$ cat src/rtl/mul_pkg.sv
// Shared types and constants for the RV32M sequential multiply unit.
package mul_pkg;

  localparam int XLEN = 32;

  typedef enum logic [1:0] {
    MUL    = 2'd0,
    MULH   = 2'd1,
    MULHSU = 2'd2,
    MULHU  = 2'd3
  } mul_op_e;

  typedef enum logic [1:0] {
    IDLE = 2'd0,
    CALC = 2'd1,
    DONE = 2'd2
  } mul_state_e;

  // Returns {rs1_signed, rs2_signed} for the given operation.
  function automatic logic [1:0] op_signedness(input mul_op_e o);
    logic [1:0] s;
    case (o)
      MULH:    s = 2'b11;
      MULHSU:  s = 2'b10;
      default: s = 2'b00;
    endcase
    return s;
  endfunction

endpackage

$ cat src/rtl/vedic16bmul.sv
// 16x16 -> 32 unsigned Vedic multiplier built from four 8x8 blocks.
module vedic16bmul (
  input  logic [15:0] a,
  input  logic [15:0] b,
  output logic [31:0] p
);

  logic [15:0] q_ll;
  logic [15:0] q_hl;
  logic [15:0] q_lh;
  logic [15:0] q_hh;

  vedic8bmul u_ll (.a(a[7:0]),  .b(b[7:0]),  .p(q_ll));
  vedic8bmul u_hl (.a(a[15:8]), .b(b[7:0]),  .p(q_hl));
  vedic8bmul u_lh (.a(a[7:0]),  .b(b[15:8]), .p(q_lh));
  vedic8bmul u_hh (.a(a[15:8]), .b(b[15:8]), .p(q_hh));

  assign p = {16'b0, q_ll} + {8'b0, q_hl, 8'b0} + {8'b0, q_lh, 8'b0} + {q_hh, 16'b0};

endmodule

$ cat src/rtl/vedic2bmul.sv
// 2x2 unsigned Vedic multiplier cell (urdhva-tiryagbhyam, gate level).
module vedic2bmul (
  input  logic [1:0] a,
  input  logic [1:0] b,
  output logic [3:0] p
);

  logic t_lh;
  logic t_hl;
  logic t_hh;
  logic c1;

  assign t_lh = a[0] & b[1];
  assign t_hl = a[1] & b[0];
  assign t_hh = a[1] & b[1];
  assign c1   = t_lh & t_hl;

  assign p[0] = a[0] & b[0];
  assign p[1] = t_lh ^ t_hl;
  assign p[2] = t_hh ^ c1;
  assign p[3] = t_hh & c1;

endmodule

$ cat src/rtl/vedic4bmul.sv
// 4x4 unsigned Vedic multiplier built from four 2x2 cells.
module vedic4bmul (
  input  logic [3:0] a,
  input  logic [3:0] b,
  output logic [7:0] p
);

  logic [3:0] q_ll;
  logic [3:0] q_hl;
  logic [3:0] q_lh;
  logic [3:0] q_hh;

  vedic2bmul u_ll (.a(a[1:0]), .b(b[1:0]), .p(q_ll));
  vedic2bmul u_hl (.a(a[3:2]), .b(b[1:0]), .p(q_hl));
  vedic2bmul u_lh (.a(a[1:0]), .b(b[3:2]), .p(q_lh));
  vedic2bmul u_hh (.a(a[3:2]), .b(b[3:2]), .p(q_hh));

  assign p = {4'b0, q_ll} + {2'b0, q_hl, 2'b0} + {2'b0, q_lh, 2'b0} + {q_hh, 4'b0};

endmodule

$ cat src/rtl/vedic8bmul.sv
// 8x8 unsigned Vedic multiplier built from four 4x4 blocks.
module vedic8bmul (
  input  logic [7:0]  a,
  input  logic [7:0]  b,
  output logic [15:0] p
);

  logic [7:0] q_ll;
  logic [7:0] q_hl;
  logic [7:0] q_lh;
  logic [7:0] q_hh;

  vedic4bmul u_ll (.a(a[3:0]), .b(b[3:0]), .p(q_ll));
  vedic4bmul u_hl (.a(a[7:4]), .b(b[3:0]), .p(q_hl));
  vedic4bmul u_lh (.a(a[3:0]), .b(b[7:4]), .p(q_lh));
  vedic4bmul u_hh (.a(a[7:4]), .b(b[7:4]), .p(q_hh));

  assign p = {8'b0, q_ll} + {4'b0, q_hl, 4'b0} + {4'b0, q_lh, 4'b0} + {q_hh, 8'b0};

endmodule

$ cat src/rtl/mul_seq_unit.sv
// Sequential RV32M multiplier: sign-magnitude operands, four half-width
// partial products accumulated over four cycles, sign fixed at the output.
module mul_seq_unit #(
  parameter int XLEN = mul_pkg::XLEN
) (
  input  logic            clk,
  input  logic            rst_n,
  input  logic            in_valid,
  output logic            in_ready,
  input  logic [1:0]      op,
  input  logic [XLEN-1:0] rs1,
  input  logic [XLEN-1:0] rs2,
  input  logic [4:0]      rd_tag,
  input  logic            flush,
  output logic            out_valid,
  input  logic            out_ready,
  output logic [XLEN-1:0] result,
  output logic [4:0]      out_tag,
  output logic            busy
);

  import mul_pkg::*;

  localparam int HALF = XLEN / 2;
  localparam int PW   = 2 * XLEN;

  // Magnitude of an operand that may be interpreted as signed.
  function automatic logic [XLEN-1:0] abs_op(input logic [XLEN-1:0] v, input logic sgn);
    return (sgn && v[XLEN-1]) ? (~v + 1'b1) : v;
  endfunction

  // Re-applies the product sign; a zero magnitude stays zero.
  function automatic logic [PW-1:0] sign_fix(input logic [PW-1:0] p, input logic ng);
    return ng ? (~p + 1'b1) : p;
  endfunction

  // MUL returns the low word, every high variant the upper word.
  function automatic logic [XLEN-1:0] sel_half(input mul_op_e o, input logic [PW-1:0] f);
    return (o == MUL) ? f[XLEN-1:0] : f[PW-1:XLEN];
  endfunction

  mul_state_e      state;
  logic [1:0]      cnt;
  logic [PW-1:0]   acc;
  logic            neg;
  mul_op_e         op_q;
  logic [XLEN-1:0] mag1;
  logic [XLEN-1:0] mag2;

  mul_op_e         op_in;
  logic [1:0]      sgn_in;
  logic            take;
  logic [HALF-1:0] pa;
  logic [HALF-1:0] pb;
  logic [XLEN-1:0] pp;
  logic [PW-1:0]   pp_sh;

  assign op_in  = mul_op_e'(op);
  assign sgn_in = op_signedness(op_in);
  assign take   = (state == IDLE) && in_valid && in_ready && !flush;

  // Select which operand halves feed the shared multiplier this cycle.
  always_comb begin
    pa = mag1[HALF-1:0];
    pb = mag2[HALF-1:0];
    case (cnt)
      2'd1: pb = mag2[XLEN-1:HALF];
      2'd2: pa = mag1[XLEN-1:HALF];
      2'd3: begin
        pa = mag1[XLEN-1:HALF];
        pb = mag2[XLEN-1:HALF];
      end
      default: ;
    endcase
  end

  vedic16bmul u_pp (
    .a (pa),
    .b (pb),
    .p (pp)
  );

  // Align the zero-extended partial product to its weight.
  always_comb begin
    pp_sh = PW'(pp);
    case (cnt)
      2'd1, 2'd2: pp_sh = PW'(pp) << HALF;
      2'd3:       pp_sh = PW'(pp) << XLEN;
      default:    ;
    endcase
  end

  // Operand magnitudes are pure data and are only loaded on accept.
  always_ff @(posedge clk) begin
    if (take) begin
      mag1 <= abs_op(rs1, sgn_in[1]);
      mag2 <= abs_op(rs2, sgn_in[0]);
    end
  end

  // Control FSM with registered handshake outputs and accumulator.
  always_ff @(posedge clk or negedge rst_n) begin
    if (!rst_n) begin
      state     <= IDLE;
      cnt       <= 2'd0;
      acc       <= '0;
      neg       <= 1'b0;
      op_q      <= MUL;
      out_tag   <= 5'd0;
      out_valid <= 1'b0;
      busy      <= 1'b0;
      in_ready  <= 1'b0;
    end else if (flush) begin
      state     <= IDLE;
      out_valid <= 1'b0;
      busy      <= 1'b0;
      in_ready  <= 1'b1;
    end else begin
      case (state)
        IDLE: begin
          in_ready <= 1'b1;
          if (in_valid && in_ready) begin
            state    <= CALC;
            in_ready <= 1'b0;
            busy     <= 1'b1;
            cnt      <= 2'd0;
            acc      <= '0;
            neg      <= (sgn_in[1] & rs1[XLEN-1]) ^ (sgn_in[0] & rs2[XLEN-1]);
            op_q     <= op_in;
            out_tag  <= rd_tag;
          end
        end
        CALC: begin
          acc <= acc + pp_sh;
          cnt <= cnt + 2'd1;
          if (cnt == 2'd3) begin
            state     <= DONE;
            out_valid <= 1'b1;
          end
        end
        DONE: begin
          if (out_ready) begin
            state     <= IDLE;
            out_valid <= 1'b0;
            busy      <= 1'b0;
            in_ready  <= 1'b1;
          end
        end
        default: state <= IDLE;
      endcase
    end
  end

  assign result = sel_half(op_q, sign_fix(acc, neg));

endmodule

$ cat config.mk
export PLATFORM = sky130hd
export DESIGN_NAME = mul_seq_unit
export DESIGN_NICKNAME = d
export VERILOG_FILES = /design/src/rtl/mul_pkg.sv /design/src/rtl/vedic16bmul.sv /design/src/rtl/vedic2bmul.sv /design/src/rtl/vedic4bmul.sv /design/src/rtl/vedic8bmul.sv /design/src/rtl/mul_seq_unit.sv
export SDC_FILE = /design/constraint.sdc
export NUM_CORES = 1
export LEC_CHECK = 0
export ABC_CLOCK_PERIOD_IN_PS = 14400
export BUFFER_PORTS_ARGS = -buffer_cell sky130_fd_sc_hd__clkbuf_2
export CORE_MARGIN = 2
export CORE_UTILIZATION = 55
export CTS_CLUSTER_DIAMETER = 30
export DETAILED_ROUTE_END_ITERATION = 12
export PLACE_DENSITY = 0.77
export SLEW_MARGIN = 20
export SYNTH_ARGS = -nofsm -noshare
export SYNTH_HDL_FRONTEND = slang
export SYNTH_SLANG_ARGS = --single-unit
export TNS_END_PERCENT = 100
$ cat constraint.sdc
create_clock -name clk -period 14.4 [get_ports clk]
set_input_delay 2.88 -clock clk [delete_from_list [all_inputs] [get_ports clk]]
set_output_delay 2.88 -clock clk [all_outputs]
set_load 0.02 [all_outputs]
==> metrics.yaml <==
fp.dieH_um: 211
vias_per_cell: 5.92
remaining_drc_errors: 0
root_buffer: "clkbuf_16"
ys_seq_area_share_pct: 16.6
die_w_um: 211
routed_wl_um: 64400
cts_tree: "built"
core_area_um2: 42000
status: "completed"
synth_area_leaders: "ha_1, fa_1, dfrtp_1"
ios: 116
synthTopCellsByCount: "ha_1, nor2_1, inv_1"
dr.first_iter.drc_count: 1337
hp-class: "flip-flop to flip-flop"
wl_per_cell_um: 18.4
finClkSkew_ns: 0.0162
endpoint_kind: "flip-flop"
firstDrtPassIters: 5
drive_gt1_share_pct: 8.87
r2r_cells: 56
synth_fp_nets: 3430
critical_path.top_delay_family: "adder cells"
syn_avg_cell_area_um2: 8.23
worstHoldPathCells: 2
grt_pass1_vias: 21000
timing.final.crit_period_ns: 13.42
netlist.area_leader.share_pct: 20.9
yosys.area.top_type: "ha_1"
grt_usage_pct: 29.5
crit_path_max_fanout: 15
start_util_pct: 55.8
nNetsFinal: 3522
cp.arrival_ns: 13.81
grt_setup_unrepaired: "no"
worstMarginPinSlew_ns: 1.14
io_buffers: 115
slowest_stage: "fa_1"
clk_pin_slew_ns: 0.06
antenna_found_initial: 0
synthFlopType: "dfrtp_1"
cts_hold_buf: 0
synth-async-reset-ratio_pct: 55.2
ant_nets: 0
synthesis.instances: 2850
ys_seq_elements: 143
grt_max_degree: 69
cp.buffers_inverters: 7
dp_hpwl_um: 52300
die_area_um2: 44300
slew_headroom_pct: 24.0
synth-edff-count: 64
crit_path_start_kind: "flip-flop"
setup_viol: 0
max_freq_ghz: 0.0745
slew_viol_final: 0
antenna_cells: 0
cp_common_cell: "ha_1"
num_vias: 20700
fin_util_pct: 60.3
cts.sinks: 143
synthToLayoutAreaGrowth_pct: 8.16
yosysMostFrequentCell: "ha_1"
placementRows: 75
yosysWarnings: 0
setup_tns_ns: 0
overflow: 0
place_congestion: 0.930
max_stage_delay_ns: 0.60
h-tree-depth: 4
maxCapViolCount: 0
cts_buffers: 17
cp_num_cells: 56
finalHoldViolCount: 0
path_class: "flip-flop to flip-flop"
syn_area_um2: 23500
fill_cells: 3697
ctsLongestPathBuffers: 2
grt_pass1_wl_um: 104000
fin_crit_sh_pct: 93.2
crit_required_ns: 14.79
synth_cell_types: 72
clk_latency_ns: 0.46
## per-layer routing
layer  wire (um)  vias to the layer above  global-route usage [%]
li1            -                     9942                       -
met1       25800                     9878                    34.6
met2       31100                      655                    51.9
met3        3640                      198                    4.47
met4        3740                        0                    16.2
met5           0                        -                       0
## cell usage in the layout (no fill, tap or decap), types with 28 or more instances in the layout
cell / n
ha_1: 391
nor2_1: 347
inv_1: 304
nand2_1: 205
a21oi_1: 196
xnor2_1: 192
o21ai_0: 149
xor2_1: 130
clkbuf_2: 114
fa_1: 112
a21o_1: 88
dfrtp_1: 78
edfxtp_1: 64
buf_4: 52
or2_2: 33
mux2i_1: 32
o21bai_1: 32
o31ai_1: 31
nor2b_1: 28
## area by class of cell
class,count,area (um^2),share of cell area [%]
Multi-Input combinational cell,2307,18100,71.4
Timing Repair Buffer,167,972,3.83
Tap cell,539,674,2.66
Inverter,306,1150,4.53
Sequential cell,143,3900,15.4
Clock inverter,13,129,0.508
Clock buffer,19,443,1.75
## stage by stage
| step | cell area (um^2) | hold WS, ns | worst slack (ns) | std cells |
|---|---|---|---|---|
| floorplan | 23500 | 0.460 | 1.20 | 2850 |
| CTS | 25300 | 0.486 | 0.488 | 3486 |
| finish | 25400 | 0.478 | 0.976 | 3494 |
| global route | 25400 | 0.509 | 0.0124 | 3494 |
| detailed placement | 24700 | 0.470 | 0.541 | 3454 |
| global placement | 24700 | 0.459 | 1.04 | 3454 |
## sequential cells by signal, summed over array words and instances (netlist names)
| register | cells |
|---|---|
| acc | 64 |
| busy | 1 |
| cnt | 2 |
| in_ready | 1 |
| mag1 | 32 |
| mag2 | 32 |
| neg | 1 |
| op_q | 2 |
| out_tag | 5 |
| out_valid | 1 |
| state | 2 |
## final timing paths
kind | from | end | slack [ns]
setup reg to reg | cnt[0] | acc[63] | 0.98
hold reg to reg | out_tag[4] | out_tag[4] | 0.48
min in group asynchronous | rst_n | acc[4] | 2.38
setup / recovery | cnt[0] | acc[63] | 0.98
hold / removal | out_tag[4] | out_tag[4] | 0.48
max in group asynchronous | rst_n | acc[61] | 10.97
## tightest hold or removal path, cell delays in order (launching register included)
cell and delay [ns]:
dfrtp_1 0.34, nand2_1 0.05, nand2_1 0.06
## what timing repair did
action,in CTS,in global routing
setup buffers,0,8
gates resized for setup,0,7
endpoints found under the setup margin,0,14
## logic make-up after synthesis
logic type      synth area share [%]
compound gates                  17.5
flops                           16.6
buf+inv                         6.43
xor+xnor                        12.0
simple gates                    15.5
fa+ha+maj                       30.5
mux                             1.45
Power is not shown: default switching activity piles up to over one toggle a cycle in this logic, so the estimate is an artifact.
